`config.mk`:
```
export PLATFORM = sky130hd
export DESIGN_NAME = alu_share_ctrl_flat
export DESIGN_NICKNAME = d
export VERILOG_FILES = /design/src/rtl/alu_share_ctrl_if.sv /design/src/rtl/alu_share_ctrl.sv /design/src/flat_wrapper.sv
export SDC_FILE = /design/constraint.sdc
export NUM_CORES = 1
export LEC_CHECK = 0
export BUFFER_PORTS_ARGS = -buffer_cell sky130_fd_sc_hd__buf_4
export CAP_MARGIN = 15
export CORE_AREA = 2 2 124 126
export DETAILED_ROUTE_END_ITERATION = 10
export DIE_AREA = 0 0 126 128
export PLACE_DENSITY = 0.67
export SETUP_SLACK_MARGIN = 0.02
export SKIP_CTS_REPAIR_TIMING = 1
export SLEW_MARGIN = 20
export SYNTH_ARGS = -nofsm -noshare
export SYNTH_HDL_FRONTEND = slang
export SYNTH_SLANG_ARGS = --single-unit
```
`constraint.sdc`:
```
create_clock -name clk -period 6.6 [get_ports clk]
set_input_delay 1.65 -clock clk [delete_from_list [all_inputs] [get_ports clk]]
set_output_delay 1.65 -clock clk [all_outputs]
set_load 0.03 [all_outputs]
```
`src/rtl/alu_share_ctrl_if.sv`:
```
// ---------------------------------------------------------------------------
// alu_share_ctrl_if
//   Bundles every non-clock/reset signal of the shared-ALU sequencer:
//     - two request channels (reqN_*): valid/ready plus operands a, b,
//       op select, carry-in and signed-overflow mode
//     - two response channels (rspN_*): valid/ready plus captured result,
//       zero and overflow flags
//     - the ALU-facing bus (alu_*): operands/controls out, result/flags in
//     - busy status
//   modport slave  : the sequencer (alu_share_ctrl)
//   modport master : the environment (clients + ALU), e.g. a testbench
// ---------------------------------------------------------------------------
interface alu_share_ctrl_if #(
  parameter int WIDTH = 32,
  parameter int SEL_W = 4
);
  // request channel 0
  logic             req0_valid;
  logic             req0_ready;
  logic [WIDTH-1:0] req0_a;
  logic [WIDTH-1:0] req0_b;
  logic [SEL_W-1:0] req0_sel;
  logic             req0_cin;
  logic             req0_sign;
  // request channel 1
  logic             req1_valid;
  logic             req1_ready;
  logic [WIDTH-1:0] req1_a;
  logic [WIDTH-1:0] req1_b;
  logic [SEL_W-1:0] req1_sel;
  logic             req1_cin;
  logic             req1_sign;
  // response channel 0
  logic             rsp0_valid;
  logic             rsp0_ready;
  logic [WIDTH-1:0] rsp0_out;
  logic             rsp0_zero;
  logic             rsp0_ovf;
  // response channel 1
  logic             rsp1_valid;
  logic             rsp1_ready;
  logic [WIDTH-1:0] rsp1_out;
  logic             rsp1_zero;
  logic             rsp1_ovf;
  // ALU bus
  logic [WIDTH-1:0] alu_a;
  logic [WIDTH-1:0] alu_b;
  logic [SEL_W-1:0] alu_sel;
  logic             alu_cin;
  logic             alu_sign;
  logic [WIDTH-1:0] alu_out;
  logic             alu_zero;
  logic             alu_ovf;
  // status
  logic             busy;

  modport slave (
    input  req0_valid, req0_a, req0_b, req0_sel, req0_cin, req0_sign,
    input  req1_valid, req1_a, req1_b, req1_sel, req1_cin, req1_sign,
    output req0_ready, req1_ready,
    output rsp0_valid, rsp0_out, rsp0_zero, rsp0_ovf,
    output rsp1_valid, rsp1_out, rsp1_zero, rsp1_ovf,
    input  rsp0_ready, rsp1_ready,
    output alu_a, alu_b, alu_sel, alu_cin, alu_sign,
    input  alu_out, alu_zero, alu_ovf,
    output busy
  );

  modport master (
    output req0_valid, req0_a, req0_b, req0_sel, req0_cin, req0_sign,
    output req1_valid, req1_a, req1_b, req1_sel, req1_cin, req1_sign,
    input  req0_ready, req1_ready,
    input  rsp0_valid, rsp0_out, rsp0_zero, rsp0_ovf,
    input  rsp1_valid, rsp1_out, rsp1_zero, rsp1_ovf,
    output rsp0_ready, rsp1_ready,
    input  alu_a, alu_b, alu_sel, alu_cin, alu_sign,
    output alu_out, alu_zero, alu_ovf,
    input  busy
  );
endinterface

```
`src/rtl/alu_share_ctrl.sv`:
```
// ---------------------------------------------------------------------------
// alu_share_ctrl
//   Round-robin arbiter and sequencer in front of a shared combinational ALU.
//   One operation is in flight at a time: IDLE (accept) -> EXEC (ALU driven
//   from operand registers) -> RESP (result held until the winner takes it).
// Ports
//   clk : rising-edge clock
//   rst : asynchronous, active-high reset
//   bus : alu_share_ctrl_if.slave -- request/response channels, ALU bus, busy
// ---------------------------------------------------------------------------
module alu_share_ctrl #(
  parameter int WIDTH = 32,
  parameter int SEL_W = 4
) (
  input logic           clk,
  input logic           rst,
  alu_share_ctrl_if.slave bus
);

  typedef enum logic [1:0] {
    IDLE = 2'd0,
    EXEC = 2'd1,
    RESP = 2'd2
  } state_t;

  state_t           state_q, state_d;

  // operand registers (drive the ALU permanently)
  logic [WIDTH-1:0] a_q, b_q;
  logic [SEL_W-1:0] sel_q;
  logic             cin_q, sign_q;
  // result registers (shared by both response channels)
  logic [WIDTH-1:0] out_q;
  logic             zero_q, ovf_q;
  // id of the operation in flight, and of the last one completed
  logic             id_q;
  logic             last_grant_q;

  logic [1:0]       req_valid;
  logic [1:0]       rsp_ready;
  logic             grant_id;
  logic             accept;
  logic             rsp_done;

  assign req_valid = {bus.req1_valid, bus.req0_valid};
  assign rsp_ready = {bus.rsp1_ready, bus.rsp0_ready};

  // A lone requester wins; on a tie, the one not served last wins.
  always_comb begin
    grant_id = 1'b0;
    case (req_valid)
      2'b10:   grant_id = 1'b1;
      2'b11:   grant_id = ~last_grant_q;
      default: grant_id = 1'b0;
    endcase
  end

  // ---------------- FSM ----------------
  always_ff @(posedge clk or posedge rst) begin
    if (rst) begin
      state_q <= IDLE;
    end else begin
      state_q <= state_d;
    end
  end

  always_comb begin
    state_d  = state_q;
    accept   = 1'b0;
    rsp_done = 1'b0;
    case (state_q)
      IDLE: begin
        // rst gating keeps ready low while reset is held with a valid request
        if ((req_valid != 2'b00) && !rst) begin
          accept  = 1'b1;
          state_d = EXEC;
        end
      end
      EXEC: state_d = RESP;
      RESP: begin
        if (rsp_ready[id_q]) begin
          rsp_done = 1'b1;
          state_d  = IDLE;
        end
      end
      default: state_d = IDLE;
    endcase
  end

  // ---------------- datapath registers ----------------
  always_ff @(posedge clk or posedge rst) begin
    if (rst) begin
      a_q          <= '0;
      b_q          <= '0;
      sel_q        <= '0;
      cin_q        <= 1'b0;
      sign_q       <= 1'b0;
      id_q         <= 1'b0;
      out_q        <= '0;
      zero_q       <= 1'b0;
      ovf_q        <= 1'b0;
      last_grant_q <= 1'b1;
    end else begin
      if (accept) begin
        a_q    <= grant_id ? bus.req1_a    : bus.req0_a;
        b_q    <= grant_id ? bus.req1_b    : bus.req0_b;
        sel_q  <= grant_id ? bus.req1_sel  : bus.req0_sel;
        cin_q  <= grant_id ? bus.req1_cin  : bus.req0_cin;
        sign_q <= grant_id ? bus.req1_sign : bus.req0_sign;
        id_q   <= grant_id;
      end
      // ALU is combinational: its result for the operand registers is
      // settled by the end of the single EXEC cycle.
      if (state_q == EXEC) begin
        out_q  <= bus.alu_out;
        zero_q <= bus.alu_zero;
        ovf_q  <= bus.alu_ovf;
      end
      if (rsp_done) begin
        last_grant_q <= id_q;
      end
    end
  end

  // ---------------- outputs ----------------
  assign bus.req0_ready = accept & ~grant_id;
  assign bus.req1_ready = accept &  grant_id;

  // Only the valid bit is steered; both channels show the result registers.
  assign bus.rsp0_valid = (state_q == RESP) & ~id_q;
  assign bus.rsp1_valid = (state_q == RESP) &  id_q;
  assign bus.rsp0_out   = out_q;
  assign bus.rsp1_out   = out_q;
  assign bus.rsp0_zero  = zero_q;
  assign bus.rsp1_zero  = zero_q;
  assign bus.rsp0_ovf   = ovf_q;
  assign bus.rsp1_ovf   = ovf_q;

  assign bus.alu_a    = a_q;
  assign bus.alu_b    = b_q;
  assign bus.alu_sel  = sel_q;
  assign bus.alu_cin  = cin_q;
  assign bus.alu_sign = sign_q;

  assign bus.busy = (state_q != IDLE);

endmodule

```
`src/flat_wrapper.sv`:
```
// flat-port wrapper written by rule: the top's interface ports become plain ports
module alu_share_ctrl_flat 
#(
  parameter int WIDTH = 32,
  parameter int SEL_W = 4
)
  (clk, rst, bus_req0_valid, bus_req0_a, bus_req0_b, bus_req0_sel, bus_req0_cin, bus_req0_sign, bus_req1_valid, bus_req1_a, bus_req1_b, bus_req1_sel, bus_req1_cin, bus_req1_sign, bus_req0_ready, bus_req1_ready, bus_rsp0_valid, bus_rsp0_out, bus_rsp0_zero, bus_rsp0_ovf, bus_rsp1_valid, bus_rsp1_out, bus_rsp1_zero, bus_rsp1_ovf, bus_rsp0_ready, bus_rsp1_ready, bus_alu_a, bus_alu_b, bus_alu_sel, bus_alu_cin, bus_alu_sign, bus_alu_out, bus_alu_zero, bus_alu_ovf, bus_busy);
  alu_share_ctrl_if #(.WIDTH(WIDTH), .SEL_W(SEL_W)) bus_i ();
  input logic clk;
  input logic rst;
  input wire logic [$bits(bus_i.req0_valid)-1:0] bus_req0_valid;
  input wire logic [$bits(bus_i.req0_a)-1:0] bus_req0_a;
  input wire logic [$bits(bus_i.req0_b)-1:0] bus_req0_b;
  input wire logic [$bits(bus_i.req0_sel)-1:0] bus_req0_sel;
  input wire logic [$bits(bus_i.req0_cin)-1:0] bus_req0_cin;
  input wire logic [$bits(bus_i.req0_sign)-1:0] bus_req0_sign;
  input wire logic [$bits(bus_i.req1_valid)-1:0] bus_req1_valid;
  input wire logic [$bits(bus_i.req1_a)-1:0] bus_req1_a;
  input wire logic [$bits(bus_i.req1_b)-1:0] bus_req1_b;
  input wire logic [$bits(bus_i.req1_sel)-1:0] bus_req1_sel;
  input wire logic [$bits(bus_i.req1_cin)-1:0] bus_req1_cin;
  input wire logic [$bits(bus_i.req1_sign)-1:0] bus_req1_sign;
  output wire logic [$bits(bus_i.req0_ready)-1:0] bus_req0_ready;
  output wire logic [$bits(bus_i.req1_ready)-1:0] bus_req1_ready;
  output wire logic [$bits(bus_i.rsp0_valid)-1:0] bus_rsp0_valid;
  output wire logic [$bits(bus_i.rsp0_out)-1:0] bus_rsp0_out;
  output wire logic [$bits(bus_i.rsp0_zero)-1:0] bus_rsp0_zero;
  output wire logic [$bits(bus_i.rsp0_ovf)-1:0] bus_rsp0_ovf;
  output wire logic [$bits(bus_i.rsp1_valid)-1:0] bus_rsp1_valid;
  output wire logic [$bits(bus_i.rsp1_out)-1:0] bus_rsp1_out;
  output wire logic [$bits(bus_i.rsp1_zero)-1:0] bus_rsp1_zero;
  output wire logic [$bits(bus_i.rsp1_ovf)-1:0] bus_rsp1_ovf;
  input wire logic [$bits(bus_i.rsp0_ready)-1:0] bus_rsp0_ready;
  input wire logic [$bits(bus_i.rsp1_ready)-1:0] bus_rsp1_ready;
  output wire logic [$bits(bus_i.alu_a)-1:0] bus_alu_a;
  output wire logic [$bits(bus_i.alu_b)-1:0] bus_alu_b;
  output wire logic [$bits(bus_i.alu_sel)-1:0] bus_alu_sel;
  output wire logic [$bits(bus_i.alu_cin)-1:0] bus_alu_cin;
  output wire logic [$bits(bus_i.alu_sign)-1:0] bus_alu_sign;
  input wire logic [$bits(bus_i.alu_out)-1:0] bus_alu_out;
  input wire logic [$bits(bus_i.alu_zero)-1:0] bus_alu_zero;
  input wire logic [$bits(bus_i.alu_ovf)-1:0] bus_alu_ovf;
  output wire logic [$bits(bus_i.busy)-1:0] bus_busy;
  assign bus_i.req0_valid = bus_req0_valid;
  assign bus_i.req0_a = bus_req0_a;
  assign bus_i.req0_b = bus_req0_b;
  assign bus_i.req0_sel = bus_req0_sel;
  assign bus_i.req0_cin = bus_req0_cin;
  assign bus_i.req0_sign = bus_req0_sign;
  assign bus_i.req1_valid = bus_req1_valid;
  assign bus_i.req1_a = bus_req1_a;
  assign bus_i.req1_b = bus_req1_b;
  assign bus_i.req1_sel = bus_req1_sel;
  assign bus_i.req1_cin = bus_req1_cin;
  assign bus_i.req1_sign = bus_req1_sign;
  assign bus_req0_ready = bus_i.req0_ready;
  assign bus_req1_ready = bus_i.req1_ready;
  assign bus_rsp0_valid = bus_i.rsp0_valid;
  assign bus_rsp0_out = bus_i.rsp0_out;
  assign bus_rsp0_zero = bus_i.rsp0_zero;
  assign bus_rsp0_ovf = bus_i.rsp0_ovf;
  assign bus_rsp1_valid = bus_i.rsp1_valid;
  assign bus_rsp1_out = bus_i.rsp1_out;
  assign bus_rsp1_zero = bus_i.rsp1_zero;
  assign bus_rsp1_ovf = bus_i.rsp1_ovf;
  assign bus_i.rsp0_ready = bus_rsp0_ready;
  assign bus_i.rsp1_ready = bus_rsp1_ready;
  assign bus_alu_a = bus_i.alu_a;
  assign bus_alu_b = bus_i.alu_b;
  assign bus_alu_sel = bus_i.alu_sel;
  assign bus_alu_cin = bus_i.alu_cin;
  assign bus_alu_sign = bus_i.alu_sign;
  assign bus_i.alu_out = bus_alu_out;
  assign bus_i.alu_zero = bus_alu_zero;
  assign bus_i.alu_ovf = bus_alu_ovf;
  assign bus_busy = bus_i.busy;
  alu_share_ctrl #(.WIDTH(WIDTH), .SEL_W(SEL_W)) u_core (.clk(clk), .rst(rst), .bus(bus_i));
endmodule
```
# Yosys cells after proc, flatten, opt, wreduce, memory -nomap -nowiden
# Index checks and enable logic that the tools add are counted.
[classes]
order_cmp = 1
eq_ne = 6
muxes = 15
bitwise = 7
reduce_logical = 6
[op_table]
columns = ["operator", "count"]
rows = [
  ["32-bit two-way mux", 2],
  ["1-bit two-way mux", 8],
  ["2-bit equality test (second input constant)", 3],
  ["2-bit case mux with 3 select lines", 1],
  ["1-bit AND", 4],
  ["2-bit two-way mux", 2],
  ["4-bit two-way mux", 1],
  ["2-bit by 1-bit != test with 1-bit output (second input constant)", 2],
  ["2-bit nonzero test", 2],
  ["1-bit inverter", 3],
  ["2-bit by 1-bit equality test with 1-bit output (second input constant)", 1],
  ["2-bit zero test", 1],
  ["1-bit by 2-bit less-than comparator with 1-bit output (second input constant)", 1],
  ["1-bit case mux with 2 select lines", 1],
  ["2-bit AND reduction", 1],
  ["1-bit logical AND", 1],
  ["1-bit zero test", 1],
]
[totals]
regBits = 108
in_bits = 180
out_inout_bits = 143
word_cells = 46

# Logic depth before layout (Yosys ltp)
# Gate-level depths: netlist of the first run.
[depth]
word_depth = 5
ltp_mapped = 6
depth_no_buf = 3

# Least setup slack after synthesis of the first run
# No wires, ideal clock.
[synth_path]
path_type = "input to output"
from = "input port rst"
to = "output port bus_req0_ready"
t_arrival_ns = 3.020
t_required_ns = 4.950
slack_ns = 1.930
stages = 4
n_path_buf = 2
path_cell_list = "or3_1 -> buf_6 -> buf_12 -> nor3b_1"
[synth_via]
elab_chain_len = 5
[synth_rtl]
columns = ["element", "line", "rtl"]
rows = [
  ["from (decl)", "flat_wrapper.sv:10", "input logic rst;"],
  ["1-bit zero test (no line)", "n/a", ""],
  ["1-bit logical AND", "alu_share_ctrl.sv:74", "if ((req_valid != 2'b00) && !rst) begin"],
  ["1-bit two-way mux", "alu_share_ctrl.sv:74", ""],
  ["1-bit two-way mux", "alu_share_ctrl.sv:71", "case (state_q)"],
  ["1-bit AND", "alu_share_ctrl.sv:126", "assign bus.req0_ready = accept & ~grant_id;"],
  ["to (decl)", "flat_wrapper.sv:23", "output wire logic [$bits(bus_i.req0_ready)-1:0] bus_req0_ready;"],
]
# Every way passes these cells.

# Worst setup path in the final report of the first run
# Same ends and word-level chain as after synthesis.

==> results.md, run 1 <==
- Status: finished, final reports clean
- Ys Warns: 0
- CTS Sinks: 108
- Critical path's top delay family: simple AND/OR/NAND/NOR gates
- Hold Fails Final Rpt: 0
- LEAKAGE: 3.813 nW
- CP Max Fanout: 37
- Storage cell area: 0.002704 mm^2
- Compound-cell area share of the yosys netlist: 0.1348
- Synth cell count leaders: 107 x dfrtp_1, 72 x nand2_1, 70 x a221o_1, 70 x nor3_2, 35 x mux2_2
- Placement Setup Slack: 2.037 ns
- Fin worst setup slack: 1.999 ns
- Post-synth top flop: dfrtp_1
- Fin crit share: 0.6972
- Cell Area, Synth: 0.005446 mm^2
- Number of synthesized flops with an enable pin: 0
- Vias per std cell: 5.187
- Sequential area share after synthesis: 0.4964
- CTS tree: built
- Post-DP HPWL: 12,720 um
- Largest cells by area after synthesis: dfrtp_1 49%, a221o_1 13%, nor3_2 13%, mux2_2 7.2%, nand2_1 5.0%
- CP Launch Type: primary input
- Max VDD drop: 238.2 uV
- H-tree levels: 3
- DRT antenna net count: 0
- I/O pin count: 323
- Largest net degree at the start of global routing: 72
- Setup violators final: 0
- Post-synth top area cell: dfrtp_1
- Core Util, Final: 0.5327
- Die area: 0.01613 mm^2
- Yosys top cell area share: 0.4916
- Buf/Inv on CP: 2
- GRT Util Overall: 0.2112
- Average wire per standard cell: 19.42 um
- IO Port Bufs: 322
- Avg Inst Size Synth: 12.10 um^2
- Crit path capture type: output port
- Share of flip-flops with an asynchronous set or reset: 1.000
- Post-Synth Adder-Cell Area: 0
- Routed Wire Length: 17,600 um
- #FFs+latches synth: 108
- Unrepaired setup endpoints after global routing: false
- Share of cells above drive strength 1: 0.6351
- Area grow syn2layout: 45.39%
- CP most frequent cell: buf_4
- Root Driver: clkbuf_16
- Initial DRC Count: 294
- CTS max path bufs: 2
- Most frequent cell after synthesis: dfrtp_1
- Synth Area in XOR/XNOR: 0
- Fin nets: 893
- Synthesized net count: 630
- Crit Path Category: primary input to output port
- Slew headroom: 0.4247
- Achievable frequency: 217.3 MHz
- Area of the multi-input gates: 0.002192 mm^2
- Multiplexer share of the synthesized area: 0.07236
- DIE HEIGHT: 128 um
- Vias in the first global route: 4,773
- Initial Util: 0.3664
- Pre-antenna DRT Iters: 4
- WHS: 0.5138 ns
- First-pass GRT wire length: 26,890 um
- Core ar.: 0.01486 mm^2
- Chip Width: 126 um
- Post-route setup TNS: 0 ns
- Final Wtd Congestion: 0.7942
- Worst endpoint required time: 4.95 ns
- Max-slew violations: 0
- Worst-Margin Slew: 0.8629 ns
- HP Class: flop to flop
- Clk pin slew, worst setup/hold paths: 0.07 ns
- Total grt overflow: 0
- Distinct cell type count after synthesis: 26
- Worst stage delay on the critical path: 0.58 ns
- Initial antenna violation count: 0
- # rows: 45
- DRC violations left: 0
- Max_cap viols: 0
- Largest family of logic cells by synthesized area: simple AND/OR/NAND/NOR gates
- # fillers: 1,332
- Cts bufs inserted: 9
- Crit-path cells: buf_4, or3_4, nor3b_1, buf_4
- Fin Clk Skew: 0.005531 ns
- Diodes inserted: 0
- Cell Pwr Density: 523.8 mW/mm^2
- Critical path arrival: 2.95 ns
- Worst-Skew Late Latency: 0.34 ns
- Slowest-stage cell, CP: or3_4
- Post-Synth Simple-Gate Area: 0.1907
- Post-layout minimum cycle time: 4.601 ns
- Syn Inst Count: 450
- Vias: 4,699
## sequential cells by signal, summed over array words and instances (netlist names)
register	flops
u_core.bus.alu_sign	1
u_core.bus.rsp0_zero	1
u_core.bus.alu_cin	1
u_core.id_q	1
u_core.state_q	2
u_core.bus.alu_b	32
u_core.bus.rsp0_out	32
u_core.bus.alu_a	32
u_core.bus.rsp0_ovf	1
u_core.bus.alu_sel	4
u_core.last_grant_q	1
## path summary, 6_finish.rpt
check	startpoint	endpoint	slack (ns)	depth (start not counted)
setup / recovery	rst	bus_req0_ready	2.00	4
setup reg to reg	u_core.state_q[0]$_DFFE_PP0P_	u_core.bus.alu_b[3]$_DFFE_PP0N_	4.39	4
hold / removal	u_core.bus.alu_b[19]$_DFFE_PP0N_	u_core.bus.alu_b[19]$_DFFE_PP0N_	0.51	1
max in group asynchronous	rst	u_core.bus.alu_b[19]$_DFFE_PP0N_	3.97	3
hold reg to reg	u_core.bus.alu_b[19]$_DFFE_PP0N_	u_core.bus.alu_b[19]$_DFFE_PP0N_	0.51	1
min in group asynchronous	rst	u_core.bus.alu_a[7]$_DFFE_PP0N_	1.45	2
## metrics by stage
| stage | power, W | std cells | cell area, um^2 |
|---|---|---|---|
| 4_1_cts | 0.004184 | 906 | 7915 |
| 5_1_grt | 0.004340 | 906 | 7919 |
| 2_1_floorplan | 0.002850 | 450 | 5446 |
| 3_3_place_gp | 0.003585 | 890 | 7611 |
| 3_5_place_dp | 0.003625 | 890 | 7611 |
| 6_report | 0.004148 | 906 | 7919 |
## layout make-up
type,instances,area share
sequential,108,0.3414
inverter,2,0.001264
tap,188,0.02970
timing repair buffer,329,0.3124
clock buffer,12,0.03239
multi-input combinational,263,0.2768
clock inverter,4,0.006004
## where the power goes
part	internal (W)	switching (W)	total [W]
registers	0.000985	0.000238	0.00122
clock network	0.000314	0.000236	0.000550
logic	0.000945	0.00143	0.00237
total	0.00224	0.00190	0.00415
## cells by family after synthesis
kind of cell    count (synthesis)
compound gates                 75
buf+inv                        79
flops                         108
mux                            35
simple gates                  153
## placed cells by master (no fill, tap or decap), drive strengths merged
cell,count
buf,329
dfrtp,107
nand2,72
nor3,71
a221o,70
mux2,35
clkbuf,12
a21o,2
clkinv,2
o21ai,2
nor2b,2
inv,2
and3,1
or3,1
nand2b,1
or2,1
nor3b,1
or2b,1
nor2,1
and2,1
a22o,1
clkinvlp,1
bufinv,1
dfstp,1
## routing by layer
metal | global-route usage | part of all wire | vias up
li1 | - | - | 2144
met1 | 0.2592 | 0.39 | 2309
met2 | 0.3662 | 0.52 | 219
met3 | 0.04466 | 0.067 | 27
met4 | 0.08016 | 0.022 | 0
met5 | 0 | 0 | -
No activity file was read; power rests on OpenSTA's default activity.
==> run 2, diff against run 1 <==
- clock period: 6.6 -> 4.37 ns (I/O delays scaled with it)
==> run 2 against run 1 <==
Effect of this change: global-route usage shrank 0.68 points; count of clock-buffer cells in the layout shrank 2; critical path type unchanged; largest cell class unchanged; hold slack better by 0.0022 ns; utilization up 0.14 points; die area did not move.
==> results.md, run 2 (same netlist as run 1, synthesis figures left out) <==
- Final Wtd Congestion: 0.7663
- Vias: 4,637
- Flop2flop setup slack: 2.16 ns
- Status: finished, final reports clean
- Initial Util: 0.3664
- CP startpoint: rst
- Worst hold path stage count: 1
- Worst-Margin Slew: 0.8455 ns
- Crit Path Category: primary input to output port
- RR Endpoint: u_core.bus.alu_a[12]$_DFFE_PP0N_
- Placement Setup Slack: 0.9661 ns
- Initial DRC Count: 270
- Most frequent cells in the layout: 327 x buf_4, 107 x dfrtp_1, 72 x nand2_1, 70 x nor3_2, 70 x a221o_1
- Most common cell after layout, fill and taps aside: buf_4
- DIE HEIGHT: 128 um
- Vias per std cell: 5.118
- Vias in the first global route: 4,666
- Post-route setup TNS: 0 ns
- Initial antenna violation count: 0
- Max VDD drop: 331.4 uV
- DRC violations left: 0
- Clk pin slew, worst setup/hold paths: 0.07 ns
- Slew headroom: 0.4342
- Cell Pwr Density: 788.9 mW/mm^2
- Setup violators final: 0
- GRT Util Overall: 0.2044
- Fin crit share: 0.7803
- Fin Clk Skew: 0.005087 ns
- Average wire per standard cell: 18.97 um
- FF-to-FF Start: u_core.state_q[0]$_DFFE_PP0P_
- IO Port Bufs: 322
- Fin nets: 893
- First-pass GRT wire length: 25,910 um
- # fillers: 1,328
- Share of cells above drive strength 1: 0.6365
- CTS Sinks: 108
- Hold wc startpoint: u_core.bus.alu_a[2]$_DFFE_PP0N_
- Post-layout minimum cycle time: 3.410 ns
- Max_cap viols: 0
- I/O pin count: 323
- Core ar.: 0.01486 mm^2
- Area grow syn2layout: 45.78%
- CP Launch Type: primary input
- Routed Wire Length: 17,190 um
- HP Class: flop to flop
- Chip Width: 126 um
- # rows: 45
- Max-slew violations: 0
- Fin area: 0.007940 mm^2
- Hold Fails Final Rpt: 0
- CP Max Fanout: 37
- Post-DP HPWL: 12,480 um
- LEAKAGE: 3.816 nW
- CTS tree: built
- Path depth of the worst reg2reg path: 4
- Placed Area: 0.007624 mm^2
- Root Driver: clkbuf_16
- Cts bufs inserted: 9
- DRT antenna net count: 0
- Die area: 0.01613 mm^2
- Crit path capture type: output port
- Critical path arrival: 2.32 ns
- Largest net degree at the start of global routing: 86
- Core Util, Final: 0.5342
- Pre-antenna DRT Iters: 5
- WHS Endpoint: u_core.bus.alu_a[2]$_DFFE_PP0N_
- Fin worst setup slack: 0.9601 ns
- Total power: 0.006264 W
- H-tree levels: 3
- CTS max path bufs: 2
- Area of the multi-input gates: 0.002192 mm^2
- Worst endpoint required time: 3.28 ns
- Achievable frequency: 293.3 MHz
- Storage cell area: 0.002704 mm^2
- Total grt overflow: 0
- Diodes inserted: 0
- Worst-Skew Late Latency: 0.34 ns
- Unrepaired setup endpoints after global routing: false
## run 2: report_power, final
group	internal [W]	leakage (nW)	total, W	switching [W]
Combinational	0.00143	2.36	0.00358	0.00215
Clock	0.000464	0.145	0.000841	0.000377
Sequential	0.00149	1.31	0.00184	0.000351
## run 2: worst max-delay path by stage
| stage | to | slack, ns | cells past startpoint |
|---|---|---|---|
| 2_1_floorplan | u_core.bus.alu_a[0]$_DFFE_PP0N_ | 0.43 | 1 |
| 5_1_grt | bus_req0_ready | 0.88 | 4 |
| 3_5_place_dp | bus_req0_ready | 0.97 | 4 |
| 4_1_cts | bus_req0_ready | 0.96 | 4 |
| 3_3_place_gp | bus_req0_ready | 0.99 | 4 |
| 6_report | bus_req0_ready | 0.96 | 4 |
## run 2: layout make-up
| cell class | count | area share |
|---|---|---|
| clock inverters | 6 | 0.008982 |
| repair buffers | 329 | 0.3131 |
| inverters | 2 | 0.001576 |
| flip-flops and latches | 108 | 0.3405 |
| multi-input cells | 263 | 0.2761 |
| clock buffers | 10 | 0.03010 |
| well taps | 188 | 0.02962 |
## run 2: routing by layer
metal / track usage / up-vias / part of all wire
met5: 0 / - / 0
met4: 0.08791 / 0 / 0.029
met3: 0.04591 / 33 / 0.074
met2: 0.3536 / 225 / 0.51
met1: 0.2456 / 2238 / 0.38
li1: - / 2141 / -
## run 2: stage by stage
| step | instances | hold WS [ns] |
|---|---|---|
| after global placement | 890 | 0.4976 |
| final | 906 | 0.5159 |
| after floorplan | 450 | 0.5164 |
| after detailed placement | 890 | 0.5013 |
| after global routing | 906 | 0.5273 |
| after CTS | 906 | 0.5208 |
## run 2: critical path, stage by stage
cell     delay (ns)
buf_4          0.13
or3_4          0.58
nor3b_1        0.29
buf_4          0.20
==> run 3, diff against run 2 <==
- clock period: 4.37 -> 3.35 ns (I/O delays scaled with it)
==> run 3 against run 2 <==
Effect of this change: routed wire length is 2.2% higher; clock skew is 0.0047 ns higher; via count is 0.86% higher; critical path depth stayed put; sequential power is 30% higher; utilization is 0.093 points higher; final cell count is 0.22% higher; final area is 0.17% higher; register-to-register slack worse by 0.84 ns; first-iteration DRC count is 1.9% lower.
==> results.md, run 3 (same netlist as run 1, synthesis figures left out) <==
- Routed Wire Length: 17,570 um
- I/O pin count: 323
- Fin area: 0.007954 mm^2
- Fin crit share: 0.7643
- HP Class: flop to flop
- Psw: 0.003758 W
- Total grt overflow: 0
- First-pass GRT wire length: 26,990 um
- Core Util, Final: 0.5351
- Max-slew violations: 0
- # fillers: 1,326
- Worst stage delay on the critical path: 0.34 ns
- Setup violators final: 0
- Fin Clk Skew: 0.009829 ns
- Worst-Margin Slew: 0.8787 ns
- Initial antenna violation count: 0
- Worst-Skew Late Latency: 0.34 ns
- Critical path arrival: 1.72 ns
- Gate power share: 0.573
- Placed Area: 0.007640 mm^2
- Initial Util: 0.3664
- Vias per std cell: 5.151
- Crit Path Category: primary input to output port
- Crit path capture type: output port
- # rows: 45
- Unrepaired setup endpoints after global routing: false
- Flop2flop setup slack: 1.32 ns
- Max_cap viols: 0
- Core ar.: 0.01486 mm^2
- Max VDD drop: 476.0 uV
- Most frequent cells in the layout: 328 x buf_4, 107 x dfrtp_1, 72 x nand2_1, 70 x nor3_2, 70 x a221o_1
- Initial DRC Count: 265
- Average wire per standard cell: 19.35 um
- Slew headroom: 0.4142
- Cts bufs inserted: 9
- Worst endpoint required time: 2.51 ns
- DRC violations left: 0
- LEAKAGE: 3.822 nW
- Hold Fails Final Rpt: 0
- DIE HEIGHT: 128 um
- DRT antenna net count: 0
- Largest net degree at the start of global routing: 72
- Most common cell after layout, fill and taps aside: buf_4
- Slowest-stage cell, CP: or3_4
- Pre-antenna DRT Iters: 4
- Post-route setup TNS: 0 ns
- CTS max path bufs: 2
- Fin nets: 895
- H-tree levels: 3
- CP Max Fanout: 3
- Vias: 4,677
- CTS tree: built
- Flop pwr share: 0.291
- Status: finished, final reports clean
- Post-DP HPWL: 12,660 um
- CP Launch Type: primary input
- Final Wtd Congestion: 0.8143
- Clk pin slew, worst setup/hold paths: 0.07 ns
- Share of cells above drive strength 1: 0.6347
- Die area: 0.01613 mm^2
- Cell Pwr Density: 1030 mW/mm^2
- Clock power frac: 0.136
- CP most frequent cell: buf_4
- P_int: 0.004434 W
- Post-layout minimum cycle time: 2.560 ns
- Diodes inserted: 0
- CTS Sinks: 108
- Switching share of power: 0.4588
- Root Driver: clkbuf_16
- IO Port Bufs: 322
- Vias in the first global route: 4,752
- Area grow syn2layout: 46.04%
- Crit-path cells: buf_4, or3_4, nor3b_1, buf_4
- GRT Util Overall: 0.2134
- Achievable frequency: 390.6 MHz
- Chip Width: 126 um
## run 3: cell count changes in the layout (fill, tap and decap cells not counted)
cell | before | now
clkbuf_8 | 1 | 2
clkinv_4 | 2 | 1
buf_6 | 1 | 2
clkbuf_1 | 0 | 2
inv_6 | 2 | 0
buf_4 | 327 | 328
## run 3: through the flow
stage	hold WS [ns]	instances	setup slack (ns)	power [W]
final	0.5149	908	0.7897	0.008192
after CTS	0.5223	908	0.7859	0.008270
after detailed placement	0.5033	892	0.7486	0.007146
after floorplan	0.5164	450	0.3053	0.005616
after global routing	0.5259	908	0.7277	0.008567
after global placement	0.4988	892	0.8155	0.007067
## run 3: routing by layer
layer / wire length, um / vias up / GRT usage / share of wire
li1: - / 2144 / - / -
met1: 6722 / 2313 / 0.2605 / 0.38
met2: 9367 / 197 / 0.3757 / 0.53
met3: 1123 / 23 / 0.04424 / 0.064
met4: 360 / 0 / 0.07434 / 0.020
met5: 0 / - / 0 / 0
## run 3: power groups by stage
stage,clock (W),sequential [W],combinational (W)
after floorplan,0,0.00354,0.00208
after global placement,0,0.00237,0.00469
after detailed placement,0,0.00240,0.00474
after CTS,0.00114,0.00238,0.00475
after global routing,0.00120,0.00247,0.00491
final,0.00111,0.00239,0.00470
## run 3: worst paths after layout
| path | start | endpoint | cells after the start |
|---|---|---|---|
| min | u_core.bus.alu_a[4]$_DFFE_PP0N_ | u_core.bus.alu_a[4]$_DFFE_PP0N_ | 1 |
| max reg2reg | u_core.state_q[1]$_DFFE_PP0P_ | u_core.bus.alu_a[29]$_DFFE_PP0N_ | 4 |
| max | rst | bus_req0_ready | 4 |
| min reg2reg | u_core.bus.alu_a[4]$_DFFE_PP0N_ | u_core.bus.alu_a[4]$_DFFE_PP0N_ | 1 |
| min in group asynchronous | rst | u_core.bus.alu_a[19]$_DFFE_PP0N_ | 2 |
| max in group asynchronous | rst | u_core.bus.alu_sel[1]$_DFFE_PP0N_ | 3 |
## run 3: layout make-up
type,instances,area (um^2),share of cell area
well taps,188,235.2,0.02957
multi-input cells,263,2192,0.2756
clock buffers,13,260.3,0.03272
clock inverters,3,46.29,0.005820
flip-flops and latches,108,2704,0.3399
repair buffers,331,2505,0.3149
inverters,2,11.26,0.001416
## run 3: worst max-delay path, delay by kind of cell
| family | cells | cell delay [ns] |
|---|---|---|
| simple gates | 2 | 0.55 |
| buf+inv | 2 | 0.34 |
